**src/rtl/muldiv_unit.sv**
```systemverilog
// muldiv_unit: shared multi-cycle RV32M multiply/divide unit with pipeline stall and slot-tagged registered result.
// Ports: clk, rst (sync active-high), flush (abort in-flight op), m_AluOp/m_s1/m_s2/m_prio (request and slot tag),
//        md_stall (pipeline hold), md_busy (state != IDLE), md_done (1-cycle result pulse), md_result, md_slot.
// Optional: define MULDIV_EARLY_OUT_EN to finish divides with |dividend| < |divisor| in one cycle.
`ifndef ALU_OP_WIDTH
`define ALU_OP_WIDTH 5
`endif
`ifndef ALU_MUL
`define ALU_MUL 5'd16
`endif
`ifndef ALU_REMU
`define ALU_REMU 5'd23
`endif
module muldiv_unit #(
  parameter int DATA_WIDTH = 32,
  parameter int CNT_WIDTH = 6
) (
  input  logic                     clk,
  input  logic                     rst,
  input  logic                     flush,
  input  logic [`ALU_OP_WIDTH-1:0] m_AluOp,
  input  logic [DATA_WIDTH-1:0]    m_s1,
  input  logic [DATA_WIDTH-1:0]    m_s2,
  input  logic [1:0]               m_prio,
  output logic                     md_stall,
  output logic                     md_busy,
  output logic                     md_done,
  output logic [DATA_WIDTH-1:0]    md_result,
  output logic                     md_slot
);
  localparam int W = DATA_WIDTH;
  typedef enum logic [1:0] {IDLE, MUL, DIV, DONE} state_t;
  state_t state;
  logic [2:0] rel, op;
  logic [W-1:0] a, b, quo, rem, dvs, abs1, abs2, fast_q, fast_r, rem_n, q_fin, r_fin;
  logic [CNT_WIDTH-1:0] cnt;
  logic last, neg_q, neg_r, req, is_div, dsgn, div0, ovf, early, fast, ge, sa, sb;
  logic [W:0] shl;
  logic [2*W-1:0] ma, mb, prod;
  // op offset within the M group: 0 MUL,1 MULH,2 MULHSU,3 MULHU,4 DIV,5 DIVU,6 REM,7 REMU
  assign rel = 3'(m_AluOp - `ALU_MUL);
  assign req = m_prio[1] & (m_AluOp >= `ALU_MUL) & (m_AluOp <= `ALU_REMU) & ~flush;
  assign is_div = rel[2];
  assign dsgn = ~rel[0];
  assign abs1 = (dsgn & m_s1[W-1]) ? -m_s1 : m_s1;
  assign abs2 = (dsgn & m_s2[W-1]) ? -m_s2 : m_s2;
  assign div0 = m_s2 == '0;
  assign ovf = dsgn & (m_s1 == {1'b1, {(W-1){1'b0}}}) & (&m_s2);
`ifdef MULDIV_EARLY_OUT_EN
  assign early = abs1 < abs2;
`else
  assign early = 1'b0;
`endif
  assign fast = is_div & (div0 | ovf | early);
  assign fast_q = div0 ? '1 : ovf ? m_s1 : '0;
  assign fast_r = div0 ? m_s1 : ovf ? '0 : m_s1;
  // Sign-extending to 2W keeps the low 2W product bits exact for all signedness mixes
  assign sa = (op == 3'd1 || op == 3'd2) & a[W-1];
  assign sb = (op == 3'd1) & b[W-1];
  assign ma = {{W{sa}}, a};
  assign mb = {{W{sb}}, b};
  assign prod = ma * mb;
  assign shl = {rem, quo[W-1]};
  assign ge = shl >= {1'b0, dvs};
  assign rem_n = ge ? W'(shl - {1'b0, dvs}) : shl[W-1:0];
  assign q_fin = neg_q ? -quo : quo;
  assign r_fin = neg_r ? -rem : rem;
  assign md_stall = ((state == IDLE) & req) | (state == MUL) | (state == DIV);
  assign md_busy = state != IDLE;
  always_ff @(posedge clk) begin
    if (rst) begin
      state <= IDLE;
      md_done <= 1'b0;
      md_result <= '0;
      md_slot <= 1'b0;
      cnt <= '0;
      last <= 1'b0;
      op <= '0;
      a <= '0;
      b <= '0;
      quo <= '0;
      rem <= '0;
      dvs <= '0;
      neg_q <= 1'b0;
      neg_r <= 1'b0;
    end else begin
      md_done <= 1'b0;
      case (state)
        IDLE: if (req) begin
          md_slot <= m_prio[0];
          op <= rel;
          a <= m_s1;
          b <= m_s2;
          quo <= abs1;
          dvs <= abs2;
          rem <= '0;
          cnt <= CNT_WIDTH'(W - 1);
          last <= 1'b0;
          neg_q <= dsgn & (m_s1[W-1] ^ m_s2[W-1]);
          neg_r <= dsgn & m_s1[W-1];
          if (fast) begin
            md_result <= rel[1] ? fast_r : fast_q;
            md_done <= 1'b1;
            state <= DONE;
          end else state <= is_div ? DIV : MUL;
        end
        MUL: if (flush) state <= IDLE;
        else begin
          md_result <= (op == 3'd0) ? prod[W-1:0] : prod[2*W-1:W];
          md_done <= 1'b1;
          state <= DONE;
        end
        // After the last quotient bit, one extra cycle applies the sign fix-up
        DIV: if (flush) state <= IDLE;
        else if (last) begin
          md_result <= op[1] ? r_fin : q_fin;
          md_done <= 1'b1;
          state <= DONE;
        end else begin
          rem <= rem_n;
          quo <= {quo[W-2:0], ge};
          cnt <= cnt - 1'b1;
          last <= cnt == '0;
        end
        default: state <= IDLE;
      endcase
    end
  end
endmodule

```
**config.mk**
```make
export PLATFORM = sky130hd
export DESIGN_NAME = muldiv_unit
export DESIGN_NICKNAME = d
export VERILOG_FILES = /design/src/rtl/muldiv_unit.sv
export SDC_FILE = /design/constraint.sdc
export NUM_CORES = 2
export LEC_CHECK = 0
export ABC_CLOCK_PERIOD_IN_PS = 7800
export CORE_MARGIN = 2
export CORE_UTILIZATION = 62
export CTS_BUF_LIST = sky130_fd_sc_hd__clkbuf_8
export DETAILED_ROUTE_END_ITERATION = 7
export DONT_BUFFER_PORTS = 1
export PLACE_DENSITY_LB_ADDON = 0.3
export SYNTH_ARGS = -nofsm -noshare
export SYNTH_HDL_FRONTEND = slang
export SYNTH_SLANG_ARGS = --single-unit
```
**constraint.sdc**
```tcl
create_clock -name clk -period 7.8 [get_ports clk]
set_input_delay 0.78 -clock clk [delete_from_list [all_inputs] [get_ports clk]]
set_output_delay 0.78 -clock clk [all_outputs]
set_load 0.05 [all_outputs]
```
## After elaboration in Yosys (flattened, before gate mapping)

Cells that the tools add are included.
W data, S select, Z words.

- Reduce and logical (&&, ||, !) cells: 14
- Add/subtract/negate cells: 7
- Muxes and demuxes: 47
- Eq/ne operators: 12
- $lt $le $gt $ge: 3
- Multiply operators: 1
- Bitwise gates (word level): 18

Operators with widths:

| cell | number |
|---|---|
| $mux W32 | 23 |
| $neg A32 Y32 | 4 |
| $pmux W32 S2 | 2 |
| $pmux W32 S3 | 1 |
| $mul A33 B33 Y64 | 1 |
| $ge A33 B32 Y1 | 1 |
| $eq A32 B32 Y1 const B | 1 |
| $logic_not A32 Y1 | 1 |
| $reduce_and A32 Y1 | 1 |
| $sub A32 B32 Y32 | 1 |
| $mux W6 | 3 |
| $and A1 B1 Y1 | 12 |
| $mux W2 | 6 |
| $ne A2 B2 Y1 const B | 6 |
| $pmux W6 S2 | 1 |
| $mux W1 | 8 |
| $logic_not A6 Y1 | 1 |
| $pmux W2 S3 | 1 |
| $reduce_and A6 Y1 | 1 |
| $sub A6 B1 Y6 const B | 1 |
| $ge A5 B5 Y1 const B | 1 |
| $le A5 B5 Y1 const B | 1 |
| $reduce_and A2 Y1 | 2 |
| $reduce_and A4 Y1 | 1 |
| other kinds (17) | 21 |

- Register bits: 208
- Output and inout bits: 36

## Logic depth before layout (Yosys ltp)

- Depth in word-level cells: 10
- Depth in mapped cells: 32

## Worst setup path before layout

OpenSTA, ideal clock, no wires.

- Path kind: register -> register
- From: reg op[1]
- To: reg md_result[27]
- Arrival time: 8.437 ns
- Setup slack: -0.751 ns
- Clock period less this slack: 8.551 ns
- Cell stages (with the launch flop): 29
- Library setup time: 0.114 ns
- Cells stage by stage: dfxtp_1 -> clkbuf_1 -> xnor2_1 -> nor3b_1 -> clkbuf_1 -> nand2_1 -> fa_1 -> fa_1 -> inv_1 -> fa_1 -> inv_1 -> fa_1 -> inv_1 -> fa_1 -> fa_1 -> fa_1 -> inv_1 -> fa_1 -> inv_1 -> ha_1 -> clkbuf_1 -> nand4_1 -> or3_1 -> or3_1 -> a21oi_1 -> o21ai_1 -> xnor2_1 -> a21oi_1 -> a2111oi_0

- Cells in the longest elaborated chain, start to end: 7

Ends and longest elaborated chain:

| element | line | RTL |
|---|---|---|
| start, declared | 34 | `logic [2:0] rel, op;` |
| start signal, assigned | 91 | `op <= rel;` |
| $eq A3 B1 Y1 or $eq A3 B2 Y1 (tied branches) | 58, 59 |  |
| $logic_or A1 B1 Y1 | 58 | `assign sa = (op == 3'd1 \|\| op == 3'd2) & a[W-1];` |
| $and A1 B1 Y1 | 58 |  |
| $mul A33 B33 Y64 | 62 | `assign prod = ma * mb;` |
| $mux W32 | 109 | `md_result <= (op == 3'd0) ? prod[W-1:0] : prod[2*W-1:W];` |
| $mux W32 | 107 | `MUL: if (flush) state <= IDLE;` |
| $pmux W32 S3 (*) | 88 | `case (state)` |
| end signal, assigned | 102 | `md_result <= rel[1] ? fast_r : fast_q;` |
| end signal, assigned | 109 |  |
| end signal, assigned | 116 | `md_result <= op[1] ? r_fin : q_fin;` |
| end, declared | 28 | `output logic [DATA_WIDTH-1:0] md_result,` |

Every way passes the cells marked *; elsewhere a longest branch is shown, timed or not. The select of a mux whose other input is x is not followed.
A chain may end at the register's enable or synchronous reset.

## Worst setup path in the final report

- From: reg op[1]
- To: reg md_result[31]

Same word-level chain as after synthesis.

==> impl_metrics.env <==
export IMPL_grt_ovfl_total=0
export IMPL_synth_edf_count=0
export IMPL_finalCoreUtilization_pct=68.7
export IMPL_worst_slack_ns=-0.229
export IMPL_stdcell_area_um2=56400
export IMPL_synthDominantCellAreaShare_pct=43.9
export IMPL_initial_core_util_pct=62.6
export IMPL_first_global_vias=44200
export IMPL_fin_nets=7548
export IMPL_area_delta_synth_final_pct=9.71
export IMPL_drtIter0Drc=3959
export IMPL_synthMostInstantiatedCell="inv_1"
export IMPL_ant_nets=0
export IMPL_dp_hpwl_mm=123
export IMPL_cts_buffers=39
export IMPL_clockBufferDepth=3
export IMPL_hold_path_class="in2reg"
export IMPL_tightest_slew_ns=1.46
export IMPL_r2r_slack_ns=-0.23
export IMPL_cts_sinks=207
export IMPL_grt_max_degree=158
export IMPL_vias=42400
export IMPL_startpoint_type="flop"
export IMPL_avgSynthCellArea_um2=8.48
export IMPL_synthTopCellsByCount="1241 x inv_1, 1126 x fa_1, 1085 x nand2_1, 355 x clkbuf_1, 321 x and2_1"
export IMPL_cts_root_buf="clkbuf_8"
export IMPL_io_buffers=0
export IMPL_synth_cell_area_um2=51400
export IMPL_p_per_area_nw_per_um2=78.8
export IMPL_yosys_warnings=0
export IMPL_cp_end_kind="flop"
export IMPL_die_y_um=292
export IMPL_first_pass_iters=8
export IMPL_slew_violations=0
export IMPL_hold_viol_final=0
export IMPL_synth_seq_cells=207
export IMPL_cp_arrival_ns=8.50
export IMPL_routed_wl_mm=148
export IMPL_antenna_found_initial=1
export IMPL_drv_cap=0
export IMPL_min_period_ns=8.03
export IMPL_std_cell_rows=105
export IMPL_fin_cells=7191
export IMPL_placed_area_um2=54900
export IMPL_synth_cell_types=80
export IMPL_ys_seq_area_share_pct=8.06
export IMPL_grt_pass1_wl_mm=239
export IMPL_status="finished with violations"
export IMPL_synth_area_leaders="fa_1 44%, inv_1 9.1%, dfxtp_1 8.1%"
export IMPL_vdd_drop_max_mv=0.183
export IMPL_place_inst=7116
export IMPL_postSynthCellCount=6062
export IMPL_grt_setup_unrepaired="true"
export IMPL_p_leak_uw=0.0256
export IMPL_clk_latency_ns=0.59
export IMPL_critPathRequiredTime_ns=8.27
export IMPL_synth_nets=7517
export IMPL_drive_gt1_share_pct=9.40
export IMPL_violations="design-rule violations, negative setup slack"
export IMPL_skew_ns=0.0296
export IMPL_fp_dieW_um=292
export IMPL_core_area_um2=82100
export IMPL_drc=19
export IMPL_dieArea_um2=85200
export IMPL_slew_limit_headroom_pct=2.75
export IMPL_yosysTopAreaCell="fa_1"
export IMPL_critPathMaxFanout=10
export IMPL_max_freq_ghz=0.125
export IMPL_h_tree_depth=2
export IMPL_grt_usage_pct=35.7
export IMPL_gp_congestion=0.990
export IMPL_tritoncts="built"
export IMPL_vias_per_cell=5.89
export IMPL_io_pins=110
export IMPL_clkTransAtPathRegs_ns=0.07
export IMPL_power_uw=4440
export IMPL_post_route_period_util_pct=103
export IMPL_wire_per_inst_um=20.6
export IMPL_synthArstFlopShare_pct=0
export IMPL_synthFlopType="dfxtp_1"
export IMPL_setup_viol=8
export IMPL_crit_type="reg2reg"
## critical path, stage by stage (launching register included)
cell and delay, ns:
dfxtp_4 0.37, xnor2_4 0.15, nor3b_4 0.23, buf_12 0.17, nand2_2 0.10, fa_1 0.55, fa_1 0.54, inv_2 0.06
fa_2 0.62, inv_4 0.07, fa_2 0.58, clkinvlp_4 0.21, fa_1 0.51, fa_1 0.53, fa_1 0.50, inv_1 0.05
fa_1 0.48, inv_1 0.04, ha_1 0.30, nand4_1 0.13, or3_4 0.37, or3_4 0.34, a21oi_2 0.20, buf_4 0.14
o21ai_1 0.06, xnor2_1 0.22, a211oi_1 0.10, o31ai_1 0.28
## through the flow
stage	hold slack, ns	setup TNS [ns]	setup slack (ns)
final	0.263	-0.344	-0.229
after global routing	0.250	-4.71	-0.375
after global placement	0.436	-0.508	-0.0831
after CTS	0.246	-0.151	-0.0623
after detailed placement	0.443	-0.986	-0.169
after floorplan	0.432	-0.161	-0.123
## cells by family after synthesis
logic type	synth area share, %
buf+inv	11.8
simple gates	16.6
fa+ha+maj	50.1
compound gates	9.56
flops	8.06
mux	0.353
xor+xnor	3.60
## path summary, 6_finish.rpt
check,startpoint,endpoint,cells past startpoint
worst max register to register,op[1]$_SDFFE_PP0P_,md_result[31]$_SDFFE_PP0P_,27
worst min-delay path,rst,cnt[3]$_SDFFE_PP0P_,1
worst min register to register,dvs[30]$_SDFFE_PP0P_,dvs[30]$_SDFFE_PP0P_,2
worst max-delay path,op[1]$_SDFFE_PP0P_,md_result[31]$_SDFFE_PP0P_,27
## layout make-up
type | count | area (um^2)
Antenna cell | 1 | 2.50
Clock buffer | 49 | 674
Clock inverter | 19 | 171
Fill cell | 6483 | 25700
Inverter | 1242 | 4670
Multi-Input combinational cell | 4242 | 41800
Sequential cell | 207 | 4150
Tap cell | 1070 | 1340
Timing Repair Buffer | 361 | 3530
## cell usage in the layout, fill, tap and decap left out, types with 12 or more instances in the layout
master | synthesis | final
a211oi_1 | 35 | 30
a21o_1 | 41 | 41
a21oi_1 | 261 | 242
a21oi_2 | 0 | 16
a222oi_1 | 27 | 27
a22oi_1 | 12 | 12
a31oi_1 | 18 | 15
and2_1 | 321 | 314
buf_12 | 0 | 63
buf_4 | 0 | 290
clkbuf_8 | 0 | 49
dfxtp_1 | 207 | 202
fa_1 | 1126 | 1117
ha_1 | 255 | 241
ha_4 | 0 | 12
inv_1 | 1241 | 1234
mux2i_1 | 17 | 17
nand2_1 | 1085 | 1081
nand2b_1 | 29 | 27
nand3_1 | 23 | 23
nand4_1 | 36 | 36
nor2_1 | 200 | 196
nor2b_1 | 22 | 21
nor3_1 | 36 | 34
nor4_1 | 19 | 18
o211ai_1 | 39 | 39
o21a_1 | 16 | 16
o21ai_0 | 93 | 82
o21ai_1 | 54 | 58
o21bai_1 | 13 | 12
o31ai_1 | 49 | 48
o41ai_1 | 14 | 13
or2_2 | 16 | 15
or3_1 | 26 | 24
or4_1 | 12 | 12
xnor2_1 | 113 | 110
xor2_1 | 98 | 94
## sequential cells by signal, indices dropped and copies added (netlist names), 2 cells and up
register,count
dvs,31
md_result,32
quo,32
state,2
a,32
b,32
rem,32
cnt,6
op,3
## power by group
part           switching, uW  total (uW)  internal [uW]
combinational           1260        1940            682
sequential               151        1280           1130
clock                    550        1220            669
total                   1960        4440           2480
## what timing repair did
item                                    CTS  global route
setup buffers                             2             7
pin swaps                                27            35
resized for setup                        38            91
endpoints found under the hold margin     0             0
hold buffers                              0             0
endpoints found under the setup margin   18            29
## metal layers
layer,track usage (%),routed length [um],up-vias
met1,47.2,56700,21500
met2,58.9,71000,1938
met4,17.7,8730,0
met5,0,0,-
li1,-,-,18500
met3,4.32,11400,455
Note: power is estimated with default switching activity, not from simulation.
